File: config.mk
export PLATFORM = sky130hd
export DESIGN_NAME = ipsxe_floating_point_recip_nr_ctrl_v1_0
export DESIGN_NICKNAME = d
export VERILOG_FILES = /design/src/rtl/ipsxe_floating_point_recip_pkg.sv /design/src/rtl/ipsxe_floating_point_recip_classify_v1_0.sv /design/src/rtl/ipsxe_floating_point_recip_nr_ctrl_v1_0.sv
export SDC_FILE = /design/constraint.sdc
export NUM_CORES = 1
export LEC_CHECK = 0
export CAP_MARGIN = 20
export CORE_UTILIZATION = 30
export CTS_BUF_LIST = sky130_fd_sc_hd__clkbuf_4 sky130_fd_sc_hd__clkbuf_8 sky130_fd_sc_hd__clkbuf_16
export DETAILED_ROUTE_END_ITERATION = 16
export PLACE_DENSITY_LB_ADDON = 0.3
export RECOVER_POWER = 50
export SYNTH_ARGS = -nofsm -noshare
export SYNTH_HDL_FRONTEND = slang
export SYNTH_SLANG_ARGS = --single-unit
File: constraint.sdc
create_clock -name i_clk -period 5.9 [get_ports i_clk]
set_clock_uncertainty 0.15 [all_clocks]
set_input_delay 1.475 -clock i_clk [delete_from_list [all_inputs] [get_ports i_clk]]
set_output_delay 1.475 -clock i_clk [all_outputs]
set_load 0.01 [all_outputs]
File: src/rtl/ipsxe_floating_point_recip_pkg.sv
// Shared definitions for the Newton-Raphson reciprocal sequencer:
// state encoding, exponent bias and per-format iteration constants.
package ipsxe_floating_point_recip_pkg;

  typedef enum logic [2:0] {
    ST_IDLE       = 3'd0,
    ST_SEED_ISSUE = 3'd1,
    ST_SEED_WAIT  = 3'd2,
    ST_ERR_ISSUE  = 3'd3,
    ST_ERR_WAIT   = 3'd4,
    ST_UPD_ISSUE  = 3'd5,
    ST_UPD_WAIT   = 3'd6,
    ST_DONE       = 3'd7
  } recip_state_e;

  // Seed x0 = 24/17 - 8/17 * dn, minimax linear fit of 1/dn on [1,2).
  // Single precision (8,23) encodings, zero-extended to 64 bits.
  localparam logic [63:0] C_24_17_SP    = 64'h0000_0000_3FB4_B4B5;
  localparam logic [63:0] C_NEG_8_17_SP = 64'h0000_0000_BEF0_F0F1;
  localparam logic [63:0] ONE_SP        = 64'h0000_0000_3F80_0000;
  // Double precision (11,52) encodings.
  localparam logic [63:0] C_24_17_DP    = 64'h3FF6_9696_9696_9697;
  localparam logic [63:0] C_NEG_8_17_DP = 64'hBFDE_1E1E_1E1E_1E1E;
  localparam logic [63:0] ONE_DP        = 64'h3FF0_0000_0000_0000;

  // Exponent bias for an ew-bit exponent field.
  function automatic int recip_bias(int ew);
    return (1 << (ew - 1)) - 1;
  endfunction

  // Picks the single-precision constant for 8-bit exponents, double otherwise.
  function automatic logic [63:0] fmt_sel(int ew, logic [63:0] sp, logic [63:0] dp);
    return (ew == 8) ? sp : dp;
  endfunction

endpackage

File: src/rtl/ipsxe_floating_point_recip_classify_v1_0.sv
// Operand classifier: flags zero (denormals flushed), infinity and NaN,
// and builds the normalised working divisor dn = {0, BIAS, m} in [1,2).
module ipsxe_floating_point_recip_classify_v1_0
  import ipsxe_floating_point_recip_pkg::*;
#(
  parameter int EXP_WIDTH = 11,
  parameter int MAN_WIDTH = 52,
  parameter int W         = 1 + EXP_WIDTH + MAN_WIDTH
) (
  input  logic [W-2:0] d_mag,
  output logic         is_zero,
  output logic         is_inf,
  output logic         is_nan,
  output logic [W-1:0] dn
);

  localparam logic [EXP_WIDTH-1:0] BIAS = EXP_WIDTH'(recip_bias(EXP_WIDTH));

  logic [EXP_WIDTH-1:0] exp_f;
  logic [MAN_WIDTH-1:0] man_f;

  // Field split and class decode of the incoming magnitude.
  always_comb begin
    exp_f   = d_mag[W-2:MAN_WIDTH];
    man_f   = d_mag[MAN_WIDTH-1:0];
    is_zero = (exp_f == '0);
    is_inf  = (&exp_f) && (man_f == '0);
    is_nan  = (&exp_f) && (man_f != '0);
    dn      = {1'b0, BIAS, man_f};
  end

endmodule

File: src/rtl/ipsxe_floating_point_recip_nr_ctrl_v1_0.sv
// Newton-Raphson reciprocal sequencer. Drives an external FMA with the
// seed and NR_ITERS error/update pairs, then rescales the exponent.
//
// state         | meaning
// --------------+-----------------------------------------------
// ST_IDLE       | ready for an operand
// ST_SEED_ISSUE | seed op on the FMA bus (o_fma_valid high)
// ST_SEED_WAIT  | waiting for seed result -> x
// ST_ERR_ISSUE  | error op e = 1 - dn*x on the FMA bus
// ST_ERR_WAIT   | waiting for error result -> e
// ST_UPD_ISSUE  | update op x = x + x*e on the FMA bus
// ST_UPD_WAIT   | waiting for update result -> x, maybe finish
// ST_DONE       | o_valid cycle, back to idle next
module ipsxe_floating_point_recip_nr_ctrl_v1_0
  import ipsxe_floating_point_recip_pkg::*;
#(
  parameter int EXP_WIDTH = 11,
  parameter int MAN_WIDTH = 52,
  parameter int NR_ITERS  = 4,
  parameter int W         = 1 + EXP_WIDTH + MAN_WIDTH
) (
  input  logic         i_clk,
  input  logic         i_rst_n,
  input  logic         i_aclken,
  input  logic         i_valid,
  output logic         o_ready,
  input  logic [W-1:0] i_d,
  output logic [W-1:0] o_q,
  output logic         o_valid,
  output logic         o_divide_by_zero,
  output logic         o_invalid_op,
  output logic         o_overflow,
  output logic         o_underflow,
  output logic [W-1:0] o_fma_a,
  output logic [W-1:0] o_fma_b,
  output logic [W-1:0] o_fma_c,
  output logic         o_fma_op,
  output logic         o_fma_valid,
  input  logic [W-1:0] i_fma_result,
  input  logic         i_fma_valid
);

  localparam logic [EXP_WIDTH-1:0] BIAS       = EXP_WIDTH'(recip_bias(EXP_WIDTH));
  localparam logic [W-1:0]         C_24_17    = W'(fmt_sel(EXP_WIDTH, C_24_17_SP, C_24_17_DP));
  localparam logic [W-1:0]         C_NEG_8_17 = W'(fmt_sel(EXP_WIDTH, C_NEG_8_17_SP, C_NEG_8_17_DP));
  localparam logic [W-1:0]         ONE        = W'(fmt_sel(EXP_WIDTH, ONE_SP, ONE_DP));
  localparam logic [2:0]           ITER_LAST  = 3'(NR_ITERS - 1);
  localparam logic [W-1:0]         QNAN       = {1'b0, {EXP_WIDTH{1'b1}}, 1'b1, {(MAN_WIDTH-1){1'b0}}};

  recip_state_e          state;
  logic [2:0]            iter_cnt;
  logic [W-1:0]          x_q;
  logic [W-2:0]          dn_mag;
  logic                  s_q;
  logic [EXP_WIDTH-1:0]  ed_q;

  logic                  is_zero, is_inf, is_nan;
  logic [W-1:0]          dn;

  logic [EXP_WIDTH-1:0]  ex;
  logic signed [EXP_WIDTH+1:0] ef;
  logic [W-1:0]          resc_q;
  logic                  resc_uf, resc_of;

  ipsxe_floating_point_recip_classify_v1_0 #(
    .EXP_WIDTH (EXP_WIDTH),
    .MAN_WIDTH (MAN_WIDTH)
  ) u_classify (
    .d_mag   (i_d[W-2:0]),
    .is_zero (is_zero),
    .is_inf  (is_inf),
    .is_nan  (is_nan),
    .dn      (dn)
  );

  assign o_fma_op = 1'b0;

  // Exponent rescale of the final x straight off the FMA result bus, so the
  // answer is registered on the same edge that captures the last update.
  always_comb begin
    ex      = i_fma_result[W-2:MAN_WIDTH];
    ef      = $signed({2'b00, ex}) + $signed({2'b00, BIAS}) - $signed({2'b00, ed_q});
    resc_q  = {s_q, ef[EXP_WIDTH-1:0], i_fma_result[MAN_WIDTH-1:0]};
    resc_uf = 1'b0;
    resc_of = 1'b0;
    if (ef[EXP_WIDTH+1] || (ef == '0)) begin
      resc_q  = {s_q, {(W-1){1'b0}}};
      resc_uf = 1'b1;
    end else if (ef >= $signed({2'b00, {EXP_WIDTH{1'b1}}})) begin
      resc_q  = {s_q, {EXP_WIDTH{1'b1}}, {MAN_WIDTH{1'b0}}};
      resc_of = 1'b1;
    end
  end

  // Sequencer: accept, FMA issue/wait chain, result and flag registers.
  always_ff @(posedge i_clk or negedge i_rst_n) begin
    if (!i_rst_n) begin
      state            <= ST_IDLE;
      iter_cnt         <= '0;
      x_q              <= '0;
      dn_mag           <= '0;
      s_q              <= 1'b0;
      ed_q             <= '0;
      o_ready          <= 1'b1;
      o_q              <= '0;
      o_valid          <= 1'b0;
      o_divide_by_zero <= 1'b0;
      o_invalid_op     <= 1'b0;
      o_overflow       <= 1'b0;
      o_underflow      <= 1'b0;
      o_fma_a          <= '0;
      o_fma_b          <= '0;
      o_fma_c          <= '0;
      o_fma_valid      <= 1'b0;
    end else if (i_aclken) begin
      o_fma_valid      <= 1'b0;
      o_valid          <= 1'b0;
      o_divide_by_zero <= 1'b0;
      o_invalid_op     <= 1'b0;
      o_overflow       <= 1'b0;
      o_underflow      <= 1'b0;
      case (state)
        ST_IDLE: begin
          if (i_valid) begin
            o_ready  <= 1'b0;
            s_q      <= i_d[W-1];
            ed_q     <= i_d[W-2:MAN_WIDTH];
            dn_mag   <= dn[W-2:0];
            iter_cnt <= ITER_LAST;
            if (is_nan) begin
              o_q          <= QNAN;
              o_invalid_op <= 1'b1;
              o_valid      <= 1'b1;
              state        <= ST_DONE;
            end else if (is_inf) begin
              o_q     <= {i_d[W-1], {(W-1){1'b0}}};
              o_valid <= 1'b1;
              state   <= ST_DONE;
            end else if (is_zero) begin
              o_q              <= {i_d[W-1], {EXP_WIDTH{1'b1}}, {MAN_WIDTH{1'b0}}};
              o_divide_by_zero <= 1'b1;
              o_valid          <= 1'b1;
              state            <= ST_DONE;
            end else begin
              o_fma_a     <= dn;
              o_fma_b     <= C_NEG_8_17;
              o_fma_c     <= C_24_17;
              o_fma_valid <= 1'b1;
              state       <= ST_SEED_ISSUE;
            end
          end
        end
        ST_SEED_ISSUE: state <= ST_SEED_WAIT;
        ST_SEED_WAIT: begin
          if (i_fma_valid) begin
            x_q         <= i_fma_result;
            o_fma_a     <= {1'b1, dn_mag};
            o_fma_b     <= i_fma_result;
            o_fma_c     <= ONE;
            o_fma_valid <= 1'b1;
            state       <= ST_ERR_ISSUE;
          end
        end
        ST_ERR_ISSUE: state <= ST_ERR_WAIT;
        ST_ERR_WAIT: begin
          if (i_fma_valid) begin
            o_fma_a     <= x_q;
            o_fma_b     <= i_fma_result;
            o_fma_c     <= x_q;
            o_fma_valid <= 1'b1;
            state       <= ST_UPD_ISSUE;
          end
        end
        ST_UPD_ISSUE: state <= ST_UPD_WAIT;
        ST_UPD_WAIT: begin
          if (i_fma_valid) begin
            x_q <= i_fma_result;
            if (iter_cnt == '0) begin
              o_q         <= resc_q;
              o_underflow <= resc_uf;
              o_overflow  <= resc_of;
              o_valid     <= 1'b1;
              state       <= ST_DONE;
            end else begin
              iter_cnt    <= iter_cnt - 3'd1;
              o_fma_a     <= {1'b1, dn_mag};
              o_fma_b     <= i_fma_result;
              o_fma_c     <= ONE;
              o_fma_valid <= 1'b1;
              state       <= ST_ERR_ISSUE;
            end
          end
        end
        ST_DONE: begin
          o_ready <= 1'b1;
          state   <= ST_IDLE;
        end
        default: state <= ST_IDLE;
      endcase
    end
  end

endmodule
==> out/metrics.yaml <==
grt_max_degree: 121
ys_warn_count: 0
grt_pass1_vias: 14037
peakVddDrop_v: 0.000285
grt_overflow: 0
ant_nets: 0
crit_chain: "clkdlybuf4s50_1, ha_1, ha_1, inv_1, fa_1, nand2b_1, a211o_1, a211oi_1, o2111ai_1, o41ai_4, nor4_4, buf_4, a22o_1"
drive_above_1_share: 0.0939
violations: "capacitance limit, slew limit"
grt_setup_unrepaired: "false"
cts_buffers: 46
dr.pass1.iters: 5
report.final.slew_viol_count: 223
cts_tree: "built"
start_kind: "primary input"
setup_tns_ns: 0
core.rowCount: 87
synth.avg_cell_area_um2: 9.82
power_density_nw_per_um2: 540
fin_crit_sh: 0.811
synth_edf_count: 0
fp.dieW_um: 241
yosys.area.top_type_share: 0.578
synth_seq_area_share: 0.580
slew_headroom: -1.09
status: "finished, violations left"
critPathMaxFanout: 31
gp_congestion: 0.810
final_nets: 2250
p_leak_uw: 0.0108
hold_class: "reg -> reg"
yosysTopAreaCell: "dfrtp_1"
worst-setup-path-type: "in -> reg"
crit_path_max_incr_delay_ns: 0.45
antenna_found_initial: 3
max_slew.worst_pin.slew_ns: 3.14
netlist_area_um2: 17100
avgViaCountPerCell: 5.02
synthCells: 1746
hold_viol_final: 0
finalCriticalPeriod_ns: 4.79
clock_latency_ns: 0.58
cts_resized: 0
syn_to_final_growth_pct: 36.8
vias: 14494
fmax_mhz: 209
drc: 0
synth_ff_type: "dfrtp_1"
cts-root-buf: "clkbuf_16"
io_buffers: 395
synthTopCellsByArea: "dfrtp_1 58%, nand2_1 11%, o21ai_0 4.6%"
cts_hold_buf: 0
worst_path_most_repeated_cell: "ha_1"
fin_ws_ns: 1.11
cp_slowest_cell: "clkdlybuf4s50_1"
clockBufferDepth: 3
post_cts_buffers: 0
ys_types: 68
start_util: 0.304
h-tree-depth: 2
chipHeight_um: 241
clock-sinks: 397
cp_data_required_time_ns: 6.21
dp_slack_ns: 0.536
core_um2: 56400
synthArstFlopShare: 1.00
grt_first_pass_wirelength_mm: 88.7
arrival_ns: 5.10
cp-end-kind: "flop"
clk_pin_slew_ns: 0.06
grt_usage: 0.202
drt_iter0_drc: 904
die-area_um2: 58100
cap_violations: 4
synth_nets: 1903
routed_wire_length_per_instance_um: 20.6
setup_viol: 0
io_pins: 397
synth_seq_cells: 397
drt_wl_total_mm: 59.4
dpl.hpwl_mm: 39.8
## cell families (layout without fill, tap and decap cells)
kind of cell	Yosys count	count (layout)	share of synthesized area
simple gates	684	684	0.167
compound gates	420	420	0.153
flops	397	397	0.580
buf+inv	152	535	0.0384
mux	64	64	0.0420
fa+ha+maj	24	24	0.0180
xor+xnor	4	4	0.00204
other cells	1	3	0.000219
## worst max-delay path: cells and delay by family
family                     cells  cell delay (ns)
buffers and inverters          3             0.76
adders and majority gates      3             0.88
AOI/OAI and AO/OA              5             1.59
and+or+nand+nor                2             0.32
## registers in the layout, summed over array words and instances (netlist names)
register,cells
o_fma_a,64
o_fma_b,64
o_q,64
x_q,64
o_fma_c,63
dn_mag,53
ed_q,11
iter_cnt,3
state,3
o_divide_by_zero,1
o_fma_valid,1
o_invalid_op,1
o_overflow,1
o_ready,1
o_underflow,1
o_valid,1
s_q,1
## worst paths after layout
path	startpoint	endpoint	slack [ns]	cells past startpoint
min reg2reg	o_fma_b[36]	o_fma_b[36]	0.31	2
max in group asynchronous	i_rst_n	o_fma_a[10]	2.00	1
max	i_fma_result[53]	o_q[26]	1.11	13
max reg2reg	state[1]	dn_mag[6]	1.59	4
min in group asynchronous	i_rst_n	x_q[3]	1.79	1
min	o_fma_b[36]	o_fma_b[36]	0.31	2
## placed cells by master (no fill, tap or decap), types with 3 or more instances in the layout
master / instances
o2111ai_1: 3
nor4_1: 17
nor3_1: 5
a31oi_1: 4
a211oi_1: 12
a22o_1: 52
o21ai_0: 159
clkbuf_16: 47
a311oi_1: 3
clkbuf_4: 10
clkdlybuf4s50_1: 306
nand2_1: 480
clkbuf_8: 11
and3_1: 4
nand2b_1: 4
nand4_1: 7
bufinv_16: 5
clkinv_2: 8
inv_1: 30
a21oi_1: 102
a22oi_1: 53
dlygate4sd3_1: 88
buf_4: 17
ha_1: 23
nor2_1: 79
buf_12: 7
mux2_2: 63
o2bb2ai_1: 5
a21o_1: 4
nand3_1: 63
a211o_1: 3
dfrtp_1: 394
## Yosys cell counts (4+ instances only)
| library cell | number |
|---|---|
| a211oi_1 | 12 |
| a21o_1 | 5 |
| a21oi_1 | 102 |
| a22o_1 | 52 |
| a22oi_1 | 53 |
| a31oi_1 | 4 |
| and3_1 | 5 |
| buf_1 | 10 |
| buf_2 | 4 |
| buf_6 | 6 |
| clkbuf_1 | 95 |
| dfrtp_1 | 396 |
| dlygate4sd3_1 | 4 |
| ha_1 | 23 |
| inv_1 | 30 |
| mux2_2 | 63 |
| nand2_1 | 480 |
| nand2b_1 | 4 |
| nand3_1 | 64 |
| nand4_1 | 7 |
| nor2_1 | 80 |
| nor3_1 | 5 |
| nor4_1 | 17 |
| o21ai_0 | 158 |
| o21ai_1 | 4 |
| o2bb2ai_1 | 5 |
## layout make-up
type | instances | area, um2
Timing Repair Buffer | 421 | 4220
Antenna cell | 2 | 5.00
Clock buffer | 68 | 1400
Inverter | 30 | 113
Multi-Input combinational cell | 1197 | 6600
Clock inverter | 16 | 231
Tap cell | 756 | 946
Fill cell | 5518 | 32900
Sequential cell | 397 | 9940
## where the power goes
part           switching (uW)  leakage, uW  internal, uW
clock network            1190     0.000825          1870
logic                    2820      0.00497          2200
registers                 826      0.00502          3780
total                    4830       0.0108          7850
## layer usage
metal	vias to the layer above	share of wire	track usage
met1	7210	0.45	0.281
li1	6709	-	-
met4	4	0.026	0.0612
met5	-	0.00045	0
met3	94	0.066	0.0435
met2	477	0.46	0.315
## through the flow
step           hold slack [ns]  cells  area (um2)  power, uW  utilization
2_1_floorplan            0.285   1746       17100       7180            -
3_3_place_gp             0.299   2801       21900       9680        0.388
3_5_place_dp             0.304   2801       21900       9780        0.388
4_1_cts                  0.317   2885       23500      12900        0.417
5_1_grt                  0.325   2885       23500      13500        0.416
6_report                 0.307   2887       23500      12700        0.416
Power figures use the tool's default switching activity.
